$ cat config.mk
export PLATFORM = sky130hd
export DESIGN_NAME = mem_stage_pipe
export DESIGN_NICKNAME = d
export VERILOG_FILES = /design/src/rtl/mem_stage_pkg.sv /design/src/rtl/mem_stage_pipe_lsu_align.sv /design/src/rtl/mem_stage_pipe.sv
export SDC_FILE = /design/constraint.sdc
export NUM_CORES = 1
export LEC_CHECK = 0
export BUFFER_PORTS_ARGS = -buffer_cell sky130_fd_sc_hd__buf_2
export CELL_PAD_IN_SITES_DETAIL_PLACEMENT = 1
export CELL_PAD_IN_SITES_GLOBAL_PLACEMENT = 2
export CORE_UTILIZATION = 28
export CTS_BUF_LIST = sky130_fd_sc_hd__clkbuf_16
export DETAILED_ROUTE_END_ITERATION = 6
export PLACE_DENSITY = 0.85
export SYNTH_ARGS = -nofsm -noshare
export SYNTH_HDL_FRONTEND = slang
export SYNTH_SLANG_ARGS = --single-unit
$ cat constraint.sdc
create_clock -name clk -period 4.8 [get_ports clk]
set_input_delay 0.72 -clock clk [delete_from_list [all_inputs] [get_ports clk]]
set_output_delay 0.72 -clock clk [all_outputs]
set_load 0.05 [all_outputs]
$ cat src/rtl/mem_stage_pkg.sv
// Shared encodings for the EX->MEM stage: access-size funct3 values, the
// load/store FSM state and the mem_err codes.
package mem_stage_pkg;

  localparam logic [2:0] F3_B  = 3'b000;
  localparam logic [2:0] F3_H  = 3'b001;
  localparam logic [2:0] F3_W  = 3'b010;
  localparam logic [2:0] F3_BU = 3'b100;
  localparam logic [2:0] F3_HU = 3'b101;

  typedef enum logic {
    IDLE,
    BUSY
  } state_e;

  typedef enum logic [1:0] {
    ERR_NONE     = 2'b00,
    ERR_MISALIGN = 2'b01,
    ERR_TIMEOUT  = 2'b10
  } mem_err_e;

endpackage

$ cat src/rtl/mem_stage_pipe_lsu_align.sv
// Combinational lane logic: store byte enables/data and misalignment from the
// EX-side size and offset, and load byte/half extraction with extension.
module lsu_align
  import mem_stage_pkg::*;
(
  input  logic [1:0]  st_size,
  input  logic [1:0]  st_off,
  input  logic [31:0] st_val,
  output logic        misaligned,
  output logic [3:0]  st_be,
  output logic [31:0] st_wdata,
  input  logic [2:0]  ld_funct3,
  input  logic [1:0]  ld_off,
  input  logic [31:0] ld_word,
  output logic [31:0] ld_data
);

  logic [7:0]  ld_byte;
  logic [15:0] ld_half;

  // st_size is funct3[1:0]: 00 byte, 01 half, anything else is a word.
  always_comb begin
    misaligned = 1'b0;
    st_be      = '1;
    st_wdata   = st_val;
    case (st_size)
      2'b00: begin
        st_be    = 4'b0001 << st_off;
        st_wdata = {4{st_val[7:0]}};
      end
      2'b01: begin
        misaligned = st_off[0];
        st_be      = st_off[1] ? 4'b1100 : 4'b0011;
        st_wdata   = {2{st_val[15:0]}};
      end
      default: misaligned = |st_off;
    endcase
  end

  always_comb begin
    ld_byte = ld_word[{ld_off, 3'b000} +: 8];
    ld_half = ld_off[1] ? ld_word[31:16] : ld_word[15:0];
    ld_data = ld_word;
    case (ld_funct3)
      F3_B:    ld_data = {{24{ld_byte[7]}}, ld_byte};
      F3_BU:   ld_data = {24'b0, ld_byte};
      F3_H:    ld_data = {{16{ld_half[15]}}, ld_half};
      F3_HU:   ld_data = {16'b0, ld_half};
      F3_W:    ld_data = ld_word;
      default: ld_data = ld_word;
    endcase
  end

endmodule

$ cat src/rtl/mem_stage_pipe.sv
// EX->MEM pipeline register with an integrated load/store unit: one access in
// flight over a req/ack bus, EX stalled while BUSY, timeout and misalign errors.
module mem_stage_pipe
  import mem_stage_pkg::*;
#(
  parameter int unsigned RD_W    = 5,
  parameter int unsigned ADDR_W  = 32,
  parameter int unsigned TIMEOUT = 16
) (
  input  logic              clk,
  input  logic              rst,
  input  logic              ex_valid,
  input  logic              ex_wr_en,
  input  logic              ex_mem_en,
  input  logic              ex_mem_wr,
  input  logic [2:0]        ex_funct3,
  input  logic [RD_W-1:0]   ex_rd_sel,
  input  logic [31:0]       ex_alu_val,
  input  logic [31:0]       ex_store_val,
  input  logic              flush,
  output logic              stall,
  output logic              dmem_req,
  output logic              dmem_we,
  output logic [ADDR_W-1:0] dmem_addr,
  output logic [3:0]        dmem_be,
  output logic [31:0]       dmem_wdata,
  input  logic              dmem_ack,
  input  logic [31:0]       dmem_rdata,
  output logic              mem_valid,
  output logic              mem_wr_en,
  output logic [RD_W-1:0]   mem_rd_sel,
  output logic [31:0]       mem_result,
  output logic [1:0]        mem_err,
  output logic              fwd_valid,
  output logic [RD_W-1:0]   fwd_sel,
  output logic [31:0]       fwd_val
);

  localparam int unsigned CNT_W = $clog2(TIMEOUT);

  state_e            state_q, state_d;
  logic [CNT_W-1:0]  cnt_q;
  logic              dmem_req_q, dmem_we_q;
  logic [ADDR_W-1:0] dmem_addr_q;
  logic [3:0]        dmem_be_q;
  logic [31:0]       dmem_wdata_q;
  logic [2:0]        ld_f3_q;
  logic [1:0]        ld_off_q;
  logic [RD_W-1:0]   busy_rd_q;
  logic              mem_valid_q, mem_wr_en_q;
  logic [RD_W-1:0]   mem_rd_sel_q;
  logic [31:0]       mem_result_q;
  mem_err_e          mem_err_q;

  logic              misaligned;
  logic [3:0]        st_be;
  logic [31:0]       st_wdata;
  logic [31:0]       ld_data;
  logic              ex_live, ex_start, cnt_last;

  assign ex_live  = ex_valid & ~flush;
  assign ex_start = ex_live & ex_mem_en & ~misaligned;
  assign cnt_last = (cnt_q == CNT_W'(TIMEOUT - 1));

  lsu_align u_align (
    .st_size    (ex_funct3[1:0]),
    .st_off     (ex_alu_val[1:0]),
    .st_val     (ex_store_val),
    .misaligned (misaligned),
    .st_be      (st_be),
    .st_wdata   (st_wdata),
    .ld_funct3  (ld_f3_q),
    .ld_off     (ld_off_q),
    .ld_word    (dmem_rdata),
    .ld_data    (ld_data)
  );

  always_ff @(posedge clk) begin
    if (rst) state_q <= IDLE;
    else     state_q <= state_d;
  end

  always_comb begin
    state_d = state_q;
    case (state_q)
      IDLE: if (ex_start) state_d = BUSY;
      BUSY: if (dmem_ack || cnt_last) state_d = IDLE;
    endcase
  end

  always_comb begin
    stall     = (state_q == BUSY);
    fwd_valid = ex_live & ~stall & ex_wr_en & ~ex_mem_en & (ex_rd_sel != '0);
    fwd_sel   = ex_rd_sel;
    fwd_val   = ex_alu_val;
  end

  always_ff @(posedge clk) begin
    if (rst) begin
      cnt_q        <= '0;
      dmem_req_q   <= 1'b0;
      dmem_we_q    <= 1'b0;
      dmem_addr_q  <= '0;
      dmem_be_q    <= '0;
      dmem_wdata_q <= '0;
      ld_f3_q      <= '0;
      ld_off_q     <= '0;
      busy_rd_q    <= '0;
      mem_valid_q  <= 1'b0;
      mem_wr_en_q  <= 1'b0;
      mem_rd_sel_q <= '0;
      mem_result_q <= '0;
      mem_err_q    <= ERR_NONE;
    end else begin
      case (state_q)
        IDLE: begin
          // An aligned access leaves a bubble here; its result lands on ack.
          mem_valid_q  <= ex_live & ~(ex_mem_en & ~misaligned);
          mem_wr_en_q  <= ex_live & ex_wr_en & ~ex_mem_en & (ex_rd_sel != '0);
          mem_err_q    <= (ex_live & ex_mem_en & misaligned) ? ERR_MISALIGN : ERR_NONE;
          mem_rd_sel_q <= ex_rd_sel;
          mem_result_q <= ex_alu_val;
          cnt_q        <= '0;
          if (ex_start) begin
            dmem_req_q   <= 1'b1;
            dmem_we_q    <= ex_mem_wr;
            dmem_addr_q  <= {ex_alu_val[ADDR_W-1:2], 2'b00};
            dmem_be_q    <= st_be;
            dmem_wdata_q <= st_wdata;
            ld_f3_q      <= ex_funct3;
            ld_off_q     <= ex_alu_val[1:0];
            busy_rd_q    <= ex_rd_sel;
          end
        end
        BUSY: begin
          mem_rd_sel_q <= busy_rd_q;
          if (dmem_ack) begin
            dmem_req_q   <= 1'b0;
            mem_valid_q  <= 1'b1;
            mem_wr_en_q  <= ~dmem_we_q & (busy_rd_q != '0);
            mem_err_q    <= ERR_NONE;
            mem_result_q <= dmem_we_q ? '0 : ld_data;
            cnt_q        <= '0;
          end else if (cnt_last) begin
            dmem_req_q   <= 1'b0;
            mem_valid_q  <= 1'b1;
            mem_wr_en_q  <= 1'b0;
            mem_err_q    <= ERR_TIMEOUT;
            mem_result_q <= '0;
            cnt_q        <= '0;
          end else begin
            mem_valid_q  <= 1'b0;
            mem_wr_en_q  <= 1'b0;
            mem_err_q    <= ERR_NONE;
            cnt_q        <= cnt_q + CNT_W'(1);
          end
        end
      endcase
    end
  end

  assign dmem_req   = dmem_req_q;
  assign dmem_we    = dmem_we_q;
  assign dmem_addr  = dmem_addr_q;
  assign dmem_be    = dmem_be_q;
  assign dmem_wdata = dmem_wdata_q;
  assign mem_valid  = mem_valid_q;
  assign mem_wr_en  = mem_wr_en_q;
  assign mem_rd_sel = mem_rd_sel_q;
  assign mem_result = mem_result_q;
  assign mem_err    = mem_err_q;

endmodule

==> results.json <==
{
  "gr-total-overflow": 0,
  "nNetsFinal": 1002,
  "async_reset_ff_share_pct": 0,
  "clk_latency_ps": 420,
  "combPwrFrac_pct": 17.3,
  "dp_hpwl_mm": 15.0,
  "relSlewSlack_pct": 24.7,
  "ys_seq_elements": 124,
  "cts.sink_count": 124,
  "synth_area_mm2": 0.00578,
  "rsz0062_at_grt": "false",
  "rr_startpoint": "stall",
  "drv_slew": 0,
  "cts_hold_buffers": 0,
  "cpPeakStageDelay_ps": 1050,
  "grt_pass1_wl_mm": 32.5,
  "cp_data_required_time_ps": 5110,
  "met1_length_mm": 9.28,
  "p_sw_share_pct": 31.8,
  "cellPowerDensity_mw_per_mm2": 376,
  "drv_cap": 0,
  "fin_crit_sh_pct": 60.8,
  "crit_type": "primary input to register",
  "path_clk_slew_ps": 60,
  "cp_cell_sequence": "buf_2, nor2_1, o211a_4, nor2_1, a311oi_1",
  "startpoint": "ex_funct3[1]",
  "rows": 52,
  "hold_class": "register to register",
  "cp-start-kind": "primary input",
  "fillerInstances": 2497,
  "synth_edf_count": 0,
  "portBuffers": 259,
  "worst-path-buf-inv": 1,
  "postLayoutCellArea_mm2": 0.00748,
  "post_synth.cell_area_avg_um2": 8.25,
  "vias": 5822,
  "vias_per_cell": 4.97,
  "crit_arrival_ps": 3230,
  "status": "finished clean",
  "wl_met2_mm": 10.1,
  "grt_pass1_vias": 5727,
  "critPathCaptureType": "register",
  "power.leakage_nw": 3.21,
  "r2r_setup_slack_ps": 2380,
  "vdd_drop_max_uv": 236,
  "cts_resized": 0,
  "worst-path-max-fanout": 97,
  "antenna_cells": 0,
  "synth_cell_types": 51,
  "ios": 262,
  "p_switching_mw": 0.894,
  "grt_max_degree": 98,
  "fmax_mhz": 343,
  "ys.warnings.count": 0,
  "clock_path_buffers": 2,
  "ant_nets": 0,
  "synth_top_cell_area_share_pct": 43.0,
  "core_region_area_mm2": 0.0202,
  "syn_to_final_growth_pct": 29.5,
  "grtUsageTotal_pct": 19.7,
  "power_frac_seq_pct": 38.8,
  "drt-total-wl_mm": 20.8,
  "cp_top_family": "compound AO/OA/AOI/OAI gates",
  "start_util_pct": 28.5,
  "worstMarginPinSlew_ps": 1130,
  "r2r_cells": 5,
  "crit_top_cell": "nor2_1",
  "die-height_um": 146,
  "yosysTopAreaCell": "dfxtp_1",
  "die_w_um": 146,
  "syn_inst": 700,
  "p_clk_share_pct": 44.0,
  "synth_most_common_cell": "nand2_1",
  "dieArea_mm2": 0.0212,
  "wl_met3_mm": 1.22,
  "antenna_found_initial": 1,
  "hold_viol": 0,
  "drc": 0,
  "clock_skew_ps": 10.8,
  "post_cts_buffers": 0,
  "reg2reg_to": "dmem_wdata[14]",
  "dpl_cell_area_mm2": 0.00691,
  "synthTopCellsByArea": "dfxtp_1 43%, nand2_1 9.3%, a21oi_1 7.5%, buf_4 5.6%, mux2i_1 4.9%",
  "setup_violations": 0,
  "yosysSeqAreaShare_pct": 43.0,
  "tns_ps": 0,
  "highest_layer": "met5",
  "crit_path_end": "dmem_wdata[14]",
  "drive_above_1_share_pct": 33.8,
  "slowest_stage": "o211a_4",
  "drt_iter0_markers": 302,
  "numCtsBuffers": 17,
  "ys.flop_type": "dfxtp_1",
  "p_int_mw": 1.92,
  "gp_congestion": 0.804,
  "first_pass_iters": 4,
  "cts_tree": "built",
  "cts-root-buf": "clkbuf_16",
  "min_period_ps": 2920,
  "wl_per_cell_um": 17.7,
  "crit_cells": 5,
  "h-tree-depth": 4,
  "yosys-top-cells-count": "143 x nand2_1, 124 x dfxtp_1, 87 x a21oi_1, 43 x buf_4, 32 x nor2_1"
}
-- how the worst min path moves through the flow --
stage | start | cells after the start | to
floorplan | cnt_q[0] | 1 | cnt_q[0]
global placement | dmem_addr[16] | 2 | dmem_addr[16]
detailed placement | dmem_addr[6] | 2 | dmem_addr[6]
CTS | dmem_addr[6] | 2 | dmem_addr[6]
global route | dmem_wdata[31] | 2 | dmem_wdata[31]
finish | dmem_addr[19] | 2 | dmem_addr[19]
-- cell type report --
type / count / area, um^2 / area share (%)
tap: 270 / 338 / 4.52
clock buffer: 17 / 425 / 5.69
inverter: 7 / 26.3 / 0.351
sequential: 124 / 2480 / 33.2
timing repair buffer: 265 / 1340 / 18.0
clock inverter: 15 / 140 / 1.87
multi-input combinational: 474 / 2720 / 36.4
-- worst reg2reg max path: cells and delay by family (launching register included) --
| family | cells | cell delay, ps |
|---|---|---|
| AO/OA/AOI/OAI | 2 | 1310 |
| buffers and inverters | 1 | 200 |
| flip-flops | 1 | 310 |
| AND/OR/NAND/NOR | 2 | 490 |
-- placed cells by master, fill, tap and decap left out, types with 10 or more instances in the layout --
cell	n
o21ai_0	18
buf_2	258
a21oi_1	87
clkbuf_16	17
mux2i_1	28
o22ai_1	19
nand2_1	143
a211oi_1	10
dfxtp_1	124
nor2_1	32
a311oi_1	10
a31oi_1	13
a22oi_1	18
-- power groups by stage --
| stage | registers (mW) | logic [mW] | clock network [mW] |
|---|---|---|---|
| finish | 1.09 | 0.486 | 1.24 |
| floorplan | 1.24 | 0.222 | 0 |
| detailed placement | 1.11 | 0.488 | 0 |
| global route | 1.09 | 0.516 | 1.32 |
| global placement | 1.11 | 0.483 | 0 |
| CTS | 1.09 | 0.489 | 1.27 |
-- stage by stage --
stage                     hold slack, ps  power [mW]  utilization, %  worst slack (ps)  cells
after global routing                 468        2.93            37.0              1650   1172
final                                450        2.81            37.0              1880   1172
after global placement               442        1.60            34.2              1560   1140
after CTS                            453        2.85            37.0              1860   1172
after detailed placement             445        1.60            34.2              1390   1140
after floorplan                      433        1.46               -              2220    701
-- flip-flops by register name (all words and copies together), names as in the netlist --
signal / count
ld_off_q: 2
mem_valid: 1
dmem_wdata: 32
mem_result: 32
dmem_be: 4
stall: 1
mem_err: 2
dmem_addr: 30
dmem_we: 1
dmem_req: 1
mem_rd_sel: 5
busy_rd_q: 5
ld_f3_q: 3
mem_wr_en: 1
cnt_q: 4
-- metal layers --
metal / track usage, % / vias to the layer above
met3: 4.86 / 18
met2: 32.9 / 201
met4: 4.68 / 2
met1: 25.5 / 2790
li1: - / 2811
met5: 0 / -
-- kinds of logic (layout without fill, tap and decap cells) --
logic type	count (synthesis)	after routing	synth area share (%)
AOI/OAI and AO/OA	212	212	23.2
other	1	2	0.0649
muxes	31	31	6.02
xor gates and xnor gates	2	2	0.303
adders and majority gates	1	1	0.217
and+or+nand+nor	226	226	17.0
buffers and inverters	103	304	10.2
DFF	124	124	43.0
Note: power is estimated with default switching activity, not from simulation.
